## config.mk

```make
export PLATFORM = sky130hd
export DESIGN_NAME = tts_host_rsp_tx
export DESIGN_NICKNAME = d
export VERILOG_FILES = /design/src/rtl/tts_pkg.sv /design/src/rtl/tts_msg_serializer.sv /design/src/rtl/tts_host_rsp_tx.sv
export SDC_FILE = /design/constraint.sdc
export NUM_CORES = 1
export LEC_CHECK = 0
export BUFFER_PORTS_ARGS = -buffer_cell sky130_fd_sc_hd__buf_2
export CORE_ASPECT_RATIO = 1.1
export CORE_UTILIZATION = 51
export DETAILED_ROUTE_END_ITERATION = 10
export GPL_TIMING_DRIVEN = 0
export PLACE_DENSITY = 0.82
export SYNTH_ARGS = -nofsm -noshare
export SYNTH_HDL_FRONTEND = slang
export SYNTH_SLANG_ARGS = --single-unit
```

## constraint.sdc

```tcl
create_clock -name clk -period 2.4 [get_ports clk]
set_clock_uncertainty 0.15 [all_clocks]
set_input_delay 0.48 -clock clk [delete_from_list [all_inputs] [get_ports clk]]
set_output_delay 0.48 -clock clk [all_outputs]
set_load 0.02 [all_outputs]
```

## src/rtl/tts_pkg.sv

```systemverilog
// Shared definitions for the strategy host message protocol: command/result
// codes, RCB RAM encoding and the 32-byte host message layout.
package tts_pkg;

  localparam logic [7:0] CMD_RD_RSP  = 8'h81;
  localparam logic [7:0] RES_OK      = 8'h00;
  localparam logic [7:0] RES_RCB_ERR = 8'h01;
  localparam logic [7:0] RES_BAD_RAM = 8'h02;

  typedef enum logic [7:0] {
    RAM_SRCB = 8'h01,
    RAM_PRCB = 8'h02,
    RAM_VRCB = 8'h04,
    RAM_ORCB = 8'h08
  } t_RAM_ENCODING;

  // First field lands in the most significant bits, i.e. the first wire byte.
  typedef struct packed {
    logic [7:0]   cmd;
    logic [7:0]   ram;
    logic [15:0]  addr;
    logic [7:0]   res;
    logic [23:0]  byte_en;
    logic [191:0] data;
  } t_host_rsp_map;

  function automatic logic ram_is_valid(input logic [7:0] ram);
    case (ram)
      RAM_SRCB, RAM_PRCB, RAM_VRCB, RAM_ORCB: return 1'b1;
      default:                                return 1'b0;
    endcase
  endfunction

endpackage

```

## src/rtl/tts_msg_serializer.sv

```systemverilog
// Loads a 4-beat message and shifts it out MSB-first on a valid/ready stream,
// reloading on the last beat's transfer so back-to-back messages have no bubble.
module tts_msg_serializer #(
  parameter int BEAT_W = 64
) (
  input  logic                  clk,
  input  logic                  reset_n,
  input  logic                  load_valid,
  output logic                  load_ready,
  input  logic [4*BEAT_W-1:0]   load_data,
  output logic                  tx_valid,
  input  logic                  tx_ready,
  output logic [BEAT_W-1:0]     tx_data,
  output logic                  tx_sop,
  output logic                  tx_eop,
  output logic                  msg_done
);

  typedef enum logic {S_IDLE, S_SEND} t_state;

  t_state              state;
  logic [1:0]          beat;
  logic [4*BEAT_W-1:0] shreg;

  assign tx_data    = shreg[4*BEAT_W-1 -: BEAT_W];
  assign msg_done   = tx_valid && tx_ready && tx_eop;
  assign load_ready = reset_n &&
                      ((state == S_IDLE) || (state == S_SEND && beat == 2'd3 && tx_ready));

  always_ff @(posedge clk) begin
    if (!reset_n) begin
      state    <= S_IDLE;
      beat     <= '0;
      shreg    <= '0;
      tx_valid <= 1'b0;
      tx_sop   <= 1'b0;
      tx_eop   <= 1'b0;
    end else if (load_valid && load_ready) begin
      state    <= S_SEND;
      beat     <= '0;
      shreg    <= load_data;
      tx_valid <= 1'b1;
      tx_sop   <= 1'b1;
      tx_eop   <= 1'b0;
    end else if (state == S_SEND && tx_ready) begin
      if (beat == 2'd3) begin
        state    <= S_IDLE;
        beat     <= '0;
        shreg    <= '0;
        tx_valid <= 1'b0;
        tx_sop   <= 1'b0;
        tx_eop   <= 1'b0;
      end else begin
        beat   <= beat + 2'd1;
        shreg  <= shreg << BEAT_W;
        tx_sop <= 1'b0;
        tx_eop <= (beat == 2'd2);
      end
    end
  end

endmodule

```

## src/rtl/tts_host_rsp_tx.sv

```systemverilog
// Host-bound read-response transmitter: validates and packs RCB read responses
// into 32-byte host messages and streams them as four 64-bit beats.
module tts_host_rsp_tx #(
  parameter int         TX_W       = 64,
  parameter logic [7:0] CMD_RD_RSP = tts_pkg::CMD_RD_RSP,
  parameter int         CNT_W      = 16
) (
  input  logic             clk,
  input  logic             reset_n,
  input  logic             rsp_valid,
  output logic             rsp_ready,
  input  logic [7:0]       rsp_ram,
  input  logic [15:0]      rsp_addr,
  input  logic [23:0]      rsp_byte_en,
  input  logic [191:0]     rsp_data,
  input  logic             rsp_err,
  output logic             tx_valid,
  input  logic             tx_ready,
  output logic [TX_W-1:0]  tx_data,
  output logic             tx_sop,
  output logic             tx_eop,
  output logic [CNT_W-1:0] msg_cnt
);

  import tts_pkg::*;

  t_host_rsp_map msg;
  logic          msg_done;

  // Bad RAM encoding outranks an RCB error; any failure blanks the data field.
  always_comb begin
    msg         = '0;
    msg.cmd     = CMD_RD_RSP;
    msg.ram     = rsp_ram;
    msg.addr    = rsp_addr;
    msg.byte_en = rsp_byte_en;
    if (!ram_is_valid(rsp_ram)) msg.res = RES_BAD_RAM;
    else if (rsp_err)           msg.res = RES_RCB_ERR;
    else                        msg.res = RES_OK;
    msg.data    = (msg.res == RES_OK) ? rsp_data : '0;
  end

  tts_msg_serializer #(
    .BEAT_W (TX_W)
  ) u_ser (
    .clk        (clk),
    .reset_n    (reset_n),
    .load_valid (rsp_valid),
    .load_ready (rsp_ready),
    .load_data  (msg),
    .tx_valid   (tx_valid),
    .tx_ready   (tx_ready),
    .tx_data    (tx_data),
    .tx_sop     (tx_sop),
    .tx_eop     (tx_eop),
    .msg_done   (msg_done)
  );

  always_ff @(posedge clk) begin
    if (!reset_n)      msg_cnt <= '0;
    else if (msg_done) msg_cnt <= msg_cnt + 1'b1;
  end

endmodule

```

==> results of run 1 <==
flip-flops by register name (all words and copies together) (netlist names):
signal and flops:
u_ser.tx_sop 1, u_ser.shreg 256, u_ser.tx_eop 1, u_ser.state 1, msg_cnt 16, u_ser.beat 2
placed cells by master (no fill, tap or decap), types with 2 or more instances in the layout:
cell type	n
a21oi_1	75
nand4_1	7
clkinv_2	5
a31oi_1	124
buf_4	73
and2_1	5
nand3_1	7
nand2_1	203
o21ai_0	130
mux2i_1	2
a22oi_1	13
inv_1	3
buf_1	3
a311oi_1	4
bufinv_16	7
a222oi_1	48
buf_6	17
nand4b_1	192
clkinvlp_4	3
clkbuf_8	7
xor2_1	8
clkbuf_1	95
ha_1	3
or3_1	4
clkbuf_16	29
diode_2	2
nor3b_1	2
xnor2_1	4
dfxtp_1	277
and3_1	3
buf_2	369
nor2_1	80
and4_1	3
power breakdown:
| group | leakage [nW] | total (W) | switching (W) | internal (W) |
|---|---|---|---|---|
| sequential | 2.26 | 0.00495 | 0.000127 | 0.00483 |
| clock | 0.528 | 0.00501 | 0.00185 | 0.00316 |
| combinational | 3.26 | 0.00137 | 0.000834 | 0.000537 |
stage by stage:
step | setup TNS (ns) | utilization
2_1_floorplan | 0 | -
3_3_place_gp | -10.13 | 0.608
3_5_place_dp | -10.04 | 0.608
4_1_cts | 0 | 0.654
5_1_grt | 0 | 0.654
6_report | 0 | 0.654
final timing paths:
kind	from	end	slack [ns]	cells after the start
setup / recovery	u_ser.beat[0]	rsp_ready	0.09	4
hold / removal	rsp_byte_en[15]	u_ser.shreg[207]	0.03	3
setup reg to reg	u_ser.state	u_ser.shreg[179]	0.11	6
hold reg to reg	u_ser.shreg[9]	u_ser.shreg[9]	0.30	2
area by class of cell:
type | count | area, µm²
Antenna cell | 2 | 5.00
Buffer | 230 | 1320
Clock buffer | 37 | 826
Clock inverter | 15 | 258
Fill cell | 2006 | 8250
Inverter | 4 | 15.0
Multi-Input combinational cell | 928 | 5610
Sequential cell | 277 | 5550
Tap cell | 305 | 382
Timing Repair Buffer | 326 | 1630
kinds of logic (layout without fill, tap and decap cells):
family	after synthesis	after routing
buffers and inverters	234	612
adder cells (fa/ha/maj)	3	3
multiplexers	2	2
AND/OR/NAND/NOR	512	512
other	0	2
AO/OA/AOI/OAI	399	399
XOR/XNOR	12	12
flip-flops	277	277
metal layers:
metal / share of wire / vias up / routed length, µm / track usage
li1: - / 5990 / - / -
met1: 0.40 / 6129 / 16400 / 0.403
met2: 0.48 / 706 / 19700 / 0.530
met3: 0.083 / 122 / 3430 / 0.0393
met4: 0.045 / 2 / 1880 / 0.143
met5: 0.00029 / - / 12 / 0
worst min-delay path, cell delays in order:
cell and delay, ns:
buf_2 0.08, a222oi_1 0.05, nor2_1 0.07
==> flow_summary.json, run 1 <==
{
  "layout-drive-gt1-share": 0.282,
  "core-area_um2": 23800,
  "syn_area_um2": 12500,
  "grt_overflow": 0,
  "cp_top_family": "flip-flops",
  "synthXorXnorAreaFrac": 0.00842,
  "gp_congestion": 0.972,
  "dieArea_um2": 25100,
  "routed_via_density": 6.10,
  "critPathSlowestCell": "dfxtp_1",
  "die-height_um": 166,
  "final.period_utilization": 0.961,
  "start_util": 0.524,
  "grt_antenna_before_repair": 2,
  "worstPathMaxFanout": 4,
  "syn_area_per_cell_um2": 8.68,
  "ioPinCount": 329,
  "synth_cell_types": 39,
  "crit_arrival_ns": 1.68,
  "syn_to_final_growth_pct": 24.8,
  "ys_top_cells_by_area": "dfxtp_1 (44%), nand4b_1 (13%), a31oi_1 (6.2%), nand2_1 (6.1%), o21ai_0 (5.2%)",
  "dp_cells": 2070,
  "p_leak_nw": 6.05,
  "cts_tree": "yes",
  "grt_pass1_wl_mm": 62.4,
  "synthArstFlopShare": 0,
  "ys_ff_latch": 277,
  "synth_edf_count": 0,
  "hold_path_class": "in -> reg",
  "synthMuxAreaShare": 0.00160,
  "grt_pass1_vias": 11900,
  "cts_buffers": 28,
  "synth-main-ff-cell": "dfxtp_1",
  "grt_setup_unrepaired": "no",
  "syn-num-nets": 1687,
  "yosys.area_share.simple": 0.239,
  "max_slew_margin": 0.237,
  "setup_viol": 0,
  "place_area_um2": 14500,
  "finish.instance_area_um2": 15600,
  "final_hold_viol_count": 0,
  "final_cells": 2124,
  "drtIter0Drc": 1238,
  "clk_latency_ns": 0.53,
  "root_buffer": "clkbuf_16",
  "whs_ns": 0.0298,
  "routedWlPerCell_um": 19.5,
  "report.final.slew_viol_count": 0,
  "postCtsHoldBufs": 0,
  "crit_path_end_kind": "primary output",
  "grt_max_degree": 15,
  "dp_hpwl_mm": 31.0,
  "maxCapViolations": 0,
  "status": "completed",
  "dp_worst_setup_slack_ns": -0.201,
  "cts_setup_buffers": 0,
  "drc": 0,
  "synth_compound_area_frac": 0.197,
  "cp_slowest_stage_delay_ns": 0.33,
  "drtPass1Iterations": 11,
  "htreeDepth": 1,
  "cts.clk_slew.worst_paths_ns": 0.06,
  "syn_inst": 1439,
  "fp.dieW_um": 151,
  "cellPowerDensity_nw_per_um2": 727,
  "path_cells": "ha_1 -> a21bo_4 -> and2_1 -> buf_2",
  "fin_ws_ns": 0.0946,
  "synthAdderAreaFrac": 0.00301,
  "cp.required_ns": 1.77,
  "vdd_ir_drop_max_mv": 0.498,
  "start_kind": "flip-flop",
  "synth_top_family_by_area": "simple AND/OR/NAND/NOR gates",
  "ys_seq_area_frac": 0.444,
  "cts_buffer_depth": 3,
  "ys_top_cells_by_count": "dfxtp_1 (277), nand2_1 (203), nand4b_1 (192)",
  "drt-total-wl_mm": 41.4,
  "fmax_mhz": 434,
  "synth_most_common_cell": "dfxtp_1",
  "fin_crit_ns": 2.31,
  "cts_resized": 0,
  "drtAntennaViolNets": 0,
  "synth_top_area_share": 0.444,
  "p_total_w": 0.0113,
  "num_vias": 12900,
  "critPathBufInv": 1,
  "worstSetupPathType": "reg -> out",
  "clkSinkCount": 277,
  "worst_pin_slew_ns": 1.14,
  "yosysTopAreaCell": "dfxtp_1",
  "grt_util_all_layers": 0.317,
  "yosysWarnings": 0,
  "portBuffers": 326,
  "num-nets-final": 2043,
  "rows": 59
}
Note: power is estimated with default switching activity, not from simulation.
==> run 2, diff against run 1 <==
CORE_MARGIN = 2   (was not set)
==> run 2 against run 1 <==
Against the previous run:
- clock-buffer cell count is 2 higher
- critical path depth stayed put
- cell count is 0.42% higher
- final area is 0.14% lower
- flip-flop and latch count stayed put
- wire length is 0.90% higher
- die area is 2.5% higher
- critical endpoint unchanged
- largest cell class unchanged
==> flow_summary.json, run 2 (synthesis results as in run 1) <==
{
  "ioPinCount": 329,
  "die-height_um": 168,
  "hp-start": "rsp_byte_en[14]",
  "grt_max_degree": 15,
  "p_sw_w": 0.00283,
  "regToRegSetupSlack_ns": 0.16,
  "finish.instance_area_um2": 15600,
  "worstSetupPathType": "reg -> out",
  "max_slew_margin": 0.249,
  "grt_setup_unrepaired": "no",
  "hold_path_class": "in -> reg",
  "fp.dieW_um": 153,
  "final_hold_viol_count": 0,
  "fin_crit_ns": 2.31,
  "dp_worst_setup_slack_ns": -0.212,
  "htreeDepth": 1,
  "switching_share": 0.253,
  "report.final.slew_viol_count": 0,
  "drt-total-wl_mm": 41.8,
  "start_kind": "flip-flop",
  "fmax_mhz": 433,
  "cts_tree": "yes",
  "seqPwrFrac": 0.443,
  "internal_power_w": 0.00835,
  "postCtsHoldBufs": 0,
  "worst_pin_slew_ns": 1.13,
  "drtAntennaViolNets": 0,
  "syn_to_final_growth_pct": 24.7,
  "layout-drive-gt1-share": 0.282,
  "grt_overflow": 0,
  "grt_antenna_before_repair": 4,
  "drtPass1Iterations": 7,
  "p_leak_nw": 6.04,
  "routed_via_density": 6.06,
  "final_cells": 2133,
  "mostFrequentLayoutCells": "buf_2 (369), dfxtp_1 (277), nand2_1 (203)",
  "path_cells": "ha_1 -> a21bo_4 -> and2_1 -> buf_2",
  "worstPathMaxFanout": 4,
  "cellPowerDensity_nw_per_um2": 718,
  "gp_congestion": 0.966,
  "num-nets-final": 2043,
  "fin_ws_ns": 0.0887,
  "power_frac_comb": 0.123,
  "cp.required_ns": 1.77,
  "clkSinkCount": 277,
  "nFillCells": 2087,
  "rows": 60,
  "holdPathEnd": "u_ser.shreg[206]",
  "vdd_ir_drop_max_mv": 0.547,
  "crit_arrival_ns": 1.68,
  "largest_register": "u_ser.shreg",
  "r2r-end": "u_ser.shreg[61]",
  "r2r_cells": 7,
  "dieArea_um2": 25800,
  "root_buffer": "clkbuf_16",
  "portBuffers": 326,
  "hold_depth": 3,
  "final.period_utilization": 0.963,
  "routedWlPerCell_um": 19.6,
  "core-area_um2": 24200,
  "grt_pass1_wl_mm": 63.7,
  "clkPwrFrac": 0.434,
  "setup_viol": 0,
  "cts_buffer_depth": 3,
  "grt_util_all_layers": 0.307,
  "reg_top3": "u_ser.shreg x256, msg_cnt x16, u_ser.beat x2",
  "dp_hpwl_mm": 31.2,
  "cp_slowest_stage_delay_ns": 0.33,
  "drc": 0,
  "final_common_cell": "buf_2",
  "crit_path_end_kind": "primary output",
  "critPathSlowestCell": "dfxtp_1",
  "clk_latency_ns": 0.54,
  "largest_reg_flops": 256,
  "drtIter0Drc": 1373,
  "maxCapViolations": 0,
  "dp_cells": 2075,
  "num_vias": 12900,
  "status": "completed",
  "start_util": 0.515,
  "regToRegStartpoint": "u_ser.state",
  "cts_buffers": 28,
  "place_area_um2": 14500,
  "grt_pass1_vias": 12000,
  "cts.clk_slew.worst_paths_ns": 0.07
}
==> run 2: cell count changes in the layout (fill, tap and decap cells not counted) <==
cell	before	now
diode_2	2	6
bufinv_16	7	5
inv_8	0	1
clkbuf_8	7	8
clkbuf_2	0	1
clkinvlp_4	3	2
==> run 2: layer usage <==
layer  vias to the layer above  share of wire  track usage
li1                       6004              -            -
met1                      6125           0.40        0.393
met2                       664           0.47        0.514
met3                       138          0.079       0.0430
met4                         0          0.048        0.144
met5                         -              0            0
==> run 2: worst max-delay path by stage <==
| stage | depth (start not counted) | start | endpoint |
|---|---|---|---|
| 4_1_cts | 4 | u_ser.beat[0] | rsp_ready |
| 5_1_grt | 4 | u_ser.beat[0] | rsp_ready |
| 3_5_place_dp | 5 | reset_n | msg_cnt[4] |
| 3_3_place_gp | 5 | reset_n | msg_cnt[10] |
| 2_1_floorplan | 8 | tx_ready | u_ser.shreg[192] |
| 6_report | 4 | u_ser.beat[0] | rsp_ready |
==> run 2: critical path: cells and delay by family, from the launching register on <==
| family | cells | cell delay (ns) |
|---|---|---|
| flops | 1 | 0.33 |
| buf+inv | 1 | 0.15 |
| fa+ha+maj | 1 | 0.26 |
| simple gates | 1 | 0.16 |
| compound gates | 1 | 0.24 |
==> run 2: what timing repair did <==
action / in CTS / in global routing
endpoints found under the hold margin: 0 / 0
setup endpoints to repair: 0 / 1
resized for setup: 0 / 2
setup buffers: 0 / 0
==> run 2: stage by stage <==
step | hold slack [ns] | setup TNS, ns | total power [W] | utilization
final | 0.0273 | 0 | 0.0112 | 0.642
after global placement | 0.287 | -11.68 | 0.00635 | 0.598
after global routing | 0.0339 | 0 | 0.0115 | 0.642
after CTS | 0.0120 | 0 | 0.0112 | 0.641
after floorplan | 0.282 | 0 | 0.00580 | -
after detailed placement | 0.294 | -13.05 | 0.00638 | 0.598
==> run 2: power by group through the flow <==
stage               combinational [W]  sequential [W]  clock [W]
floorplan                    0.000795         0.00501          0
global placement              0.00132         0.00503          0
detailed placement            0.00134         0.00504          0
CTS                           0.00135         0.00494    0.00488
global route                  0.00148         0.00497    0.00504
finish                        0.00137         0.00495    0.00486
==> run 2: final cells by class <==
class / instances / area, µm² / area share
well taps: 310 / 388 / 0.0249
diodes: 6 / 15.0 / 0.000964
repair buffers: 326 / 1630 / 0.105
multi-input cells: 928 / 5610 / 0.360
plain buffers: 230 / 1320 / 0.0848
flip-flops and latches: 277 / 5550 / 0.356
inverters: 4 / 15.0 / 0.000964
clock buffers: 39 / 843 / 0.0542
clock inverters: 13 / 201 / 0.0129
==> run 3, diff against run 2 <==
RECOVER_POWER = 50   (was not set)
==> run 3 against run 2 <==
Against the previous run:
- hold slack worse by 0.0025 ns
- final area down 0.81%
- flip-flop and latch count unchanged
- core utilization decreased by 0.52 points
- combinational power is essentially flat
- die area unchanged
- critical endpoint unchanged
- worst setup slack got worse by 0.0038 ns
- the run now ends with design-rule violations left
- via count decreased by 0.60%
- critical path type unchanged
- largest power group unchanged
- non-clock buffer count is the same
- sequential share of layout area up 0.29 points
==> flow_summary.json, run 3 (synthesis results as in run 1) <==
{
  "status": "complete, but fails checks",
  "violations": "design-rule violations",
  "core-area_um2": 24200,
  "grt_util_all_layers": 0.307,
  "drc": 2,
  "drtAntennaViolNets": 0,
  "drt-total-wl_mm": 41.9,
  "r2r-end": "u_ser.shreg[61]",
  "syn_to_final_growth_pct": 23.7,
  "worst_pin_slew_ns": 1.14,
  "cts_resized": 0,
  "cp_top_family": "flip-flops",
  "num-nets-final": 2043,
  "fin_crit_ns": 2.32,
  "fp.dieW_um": 153,
  "maxCapViolations": 0,
  "cts_tree": "yes",
  "die-height_um": 168,
  "hold_path_class": "in -> reg",
  "critPathBufInv": 1,
  "final_hold_viol_count": 0,
  "routedWlPerCell_um": 19.7,
  "cts.clk_slew.worst_paths_ns": 0.07,
  "root_buffer": "clkbuf_16",
  "start_util": 0.515,
  "cts_setup_buffers": 0,
  "portBuffers": 326,
  "largest_register": "u_ser.shreg",
  "layout-drive-gt1-share": 0.234,
  "hold_depth": 3,
  "vdd_ir_drop_max_mv": 0.545,
  "report.final.slew_viol_count": 0,
  "setup_viol": 0,
  "num_vias": 12900,
  "htreeDepth": 1,
  "power_frac_comb": 0.121,
  "mostFrequentLayoutCells": "buf_2 (277), dfxtp_1 (277), nand2_1 (203)",
  "switching_share": 0.254,
  "postLayoutCoreUtil": 0.637,
  "final.period_utilization": 0.965,
  "rows": 60,
  "grt_antenna_before_repair": 4,
  "crit_path_end_kind": "primary output",
  "reg_top3": "u_ser.shreg x256, msg_cnt x16, u_ser.beat x2",
  "internal_power_w": 0.00833,
  "hp-start": "rsp_byte_en[13]",
  "wl_met3_mm": 3.48,
  "max_slew_margin": 0.237,
  "cts_buffers": 28,
  "path_cells": "ha_1 -> a21bo_4 -> and2_1 -> buf_2",
  "dp_hpwl_mm": 31.2,
  "drtIter0Drc": 1410,
  "route.met2.wl_mm": 19.7,
  "p_total_w": 0.0112,
  "routed_via_density": 6.03,
  "regToRegSetupSlack_ns": 0.17,
  "ioPinCount": 329,
  "p_leak_nw": 5.66,
  "start_kind": "flip-flop",
  "clkPwrFrac": 0.435,
  "final_cells": 2133,
  "p_sw_w": 0.00284,
  "highest_layer": "met4",
  "cellPowerDensity_nw_per_um2": 723,
  "holdPathEnd": "u_ser.shreg[205]",
  "clk_latency_ns": 0.55,
  "worstPathMaxFanout": 4,
  "drtPass1Iterations": 11,
  "cp_slowest_stage_delay_ns": 0.32,
  "grt_overflow": 0,
  "grt_setup_unrepaired": "no",
  "dieArea_um2": 25800,
  "gp_congestion": 0.966,
  "crit_arrival_ns": 1.69,
  "r2r_cells": 7,
  "postCtsHoldBufs": 0,
  "regToRegStartpoint": "u_ser.state",
  "largest_reg_flops": 256,
  "cts_buffer_depth": 3,
  "grt_pass1_wl_mm": 63.7,
  "critPathSlowestCell": "dfxtp_1",
  "cp.required_ns": 1.77,
  "grt_max_degree": 15,
  "dp_cells": 2075,
  "seqPwrFrac": 0.443,
  "crit_path_start": "u_ser.beat[0]",
  "worstSetupPathType": "reg -> out",
  "drt-met1-wl_mm": 16.8,
  "clkSinkCount": 277,
  "grt_pass1_vias": 12000,
  "fmax_mhz": 432
}
==> run 3: cell count changes in the layout (fill, tap and decap cells not counted), sizes merged <==
cell / previous run / this run
buf: 462 / 366
clkbuf: 133 / 229
==> run 3: metal layers <==
layer	vias to the layer above	GRT usage
met5	-	0
met4	0	0.144
met3	139	0.0430
met2	671	0.514
met1	6048	0.393
li1	5996	-
==> run 3: worst reg2reg max path: cells and delay by family, from the launching register on <==
kind,cells,cell delay [ns]
DFF,1,0.38
AOI/OAI and AO/OA,1,0.17
buffers and inverters,3,0.97
and+or+nand+nor,3,0.49
==> run 3: metrics by stage <==
step                area, µm²  setup TNS, ns  hold WS, ns  setup slack, ns
floorplan               12500              0        0.282            0.527
global placement        14500         -11.68        0.287           -0.188
detailed placement      14500         -13.05        0.294           -0.212
CTS                     15600              0       0.0120           0.0852
global route            15400              0       0.0339           0.0289
finish                  15400              0       0.0248           0.0848
==> run 3: cell type report <==
cell class	instances	area, µm²
fillers	2145	8810
repair buffers	326	1530
inverters	4	15.0
diodes	6	15.0
multi-input cells	928	5600
well taps	310	388
plain buffers	230	1310
clock buffers	39	843
clock inverters	13	201
flip-flops and latches	277	5550
==> run 3: worst max-delay path by stage <==
stage	slack [ns]	endpoint	cells after the start
2_1_floorplan	0.53	u_ser.shreg[192]	8
6_report	0.08	rsp_ready	4
3_5_place_dp	-0.21	msg_cnt[4]	5
4_1_cts	0.09	rsp_ready	4
3_3_place_gp	-0.19	msg_cnt[10]	5
5_1_grt	0.03	u_ser.shreg[146]	7
==> run 3: power by group through the flow <==
stage / Sequential, W / Combinational [W] / Clock [W]
3_3_place_gp: 0.00503 / 0.00132 / 0
2_1_floorplan: 0.00501 / 0.000795 / 0
6_report: 0.00495 / 0.00136 / 0.00486
3_5_place_dp: 0.00504 / 0.00134 / 0
5_1_grt: 0.00497 / 0.00147 / 0.00504
4_1_cts: 0.00494 / 0.00135 / 0.00488
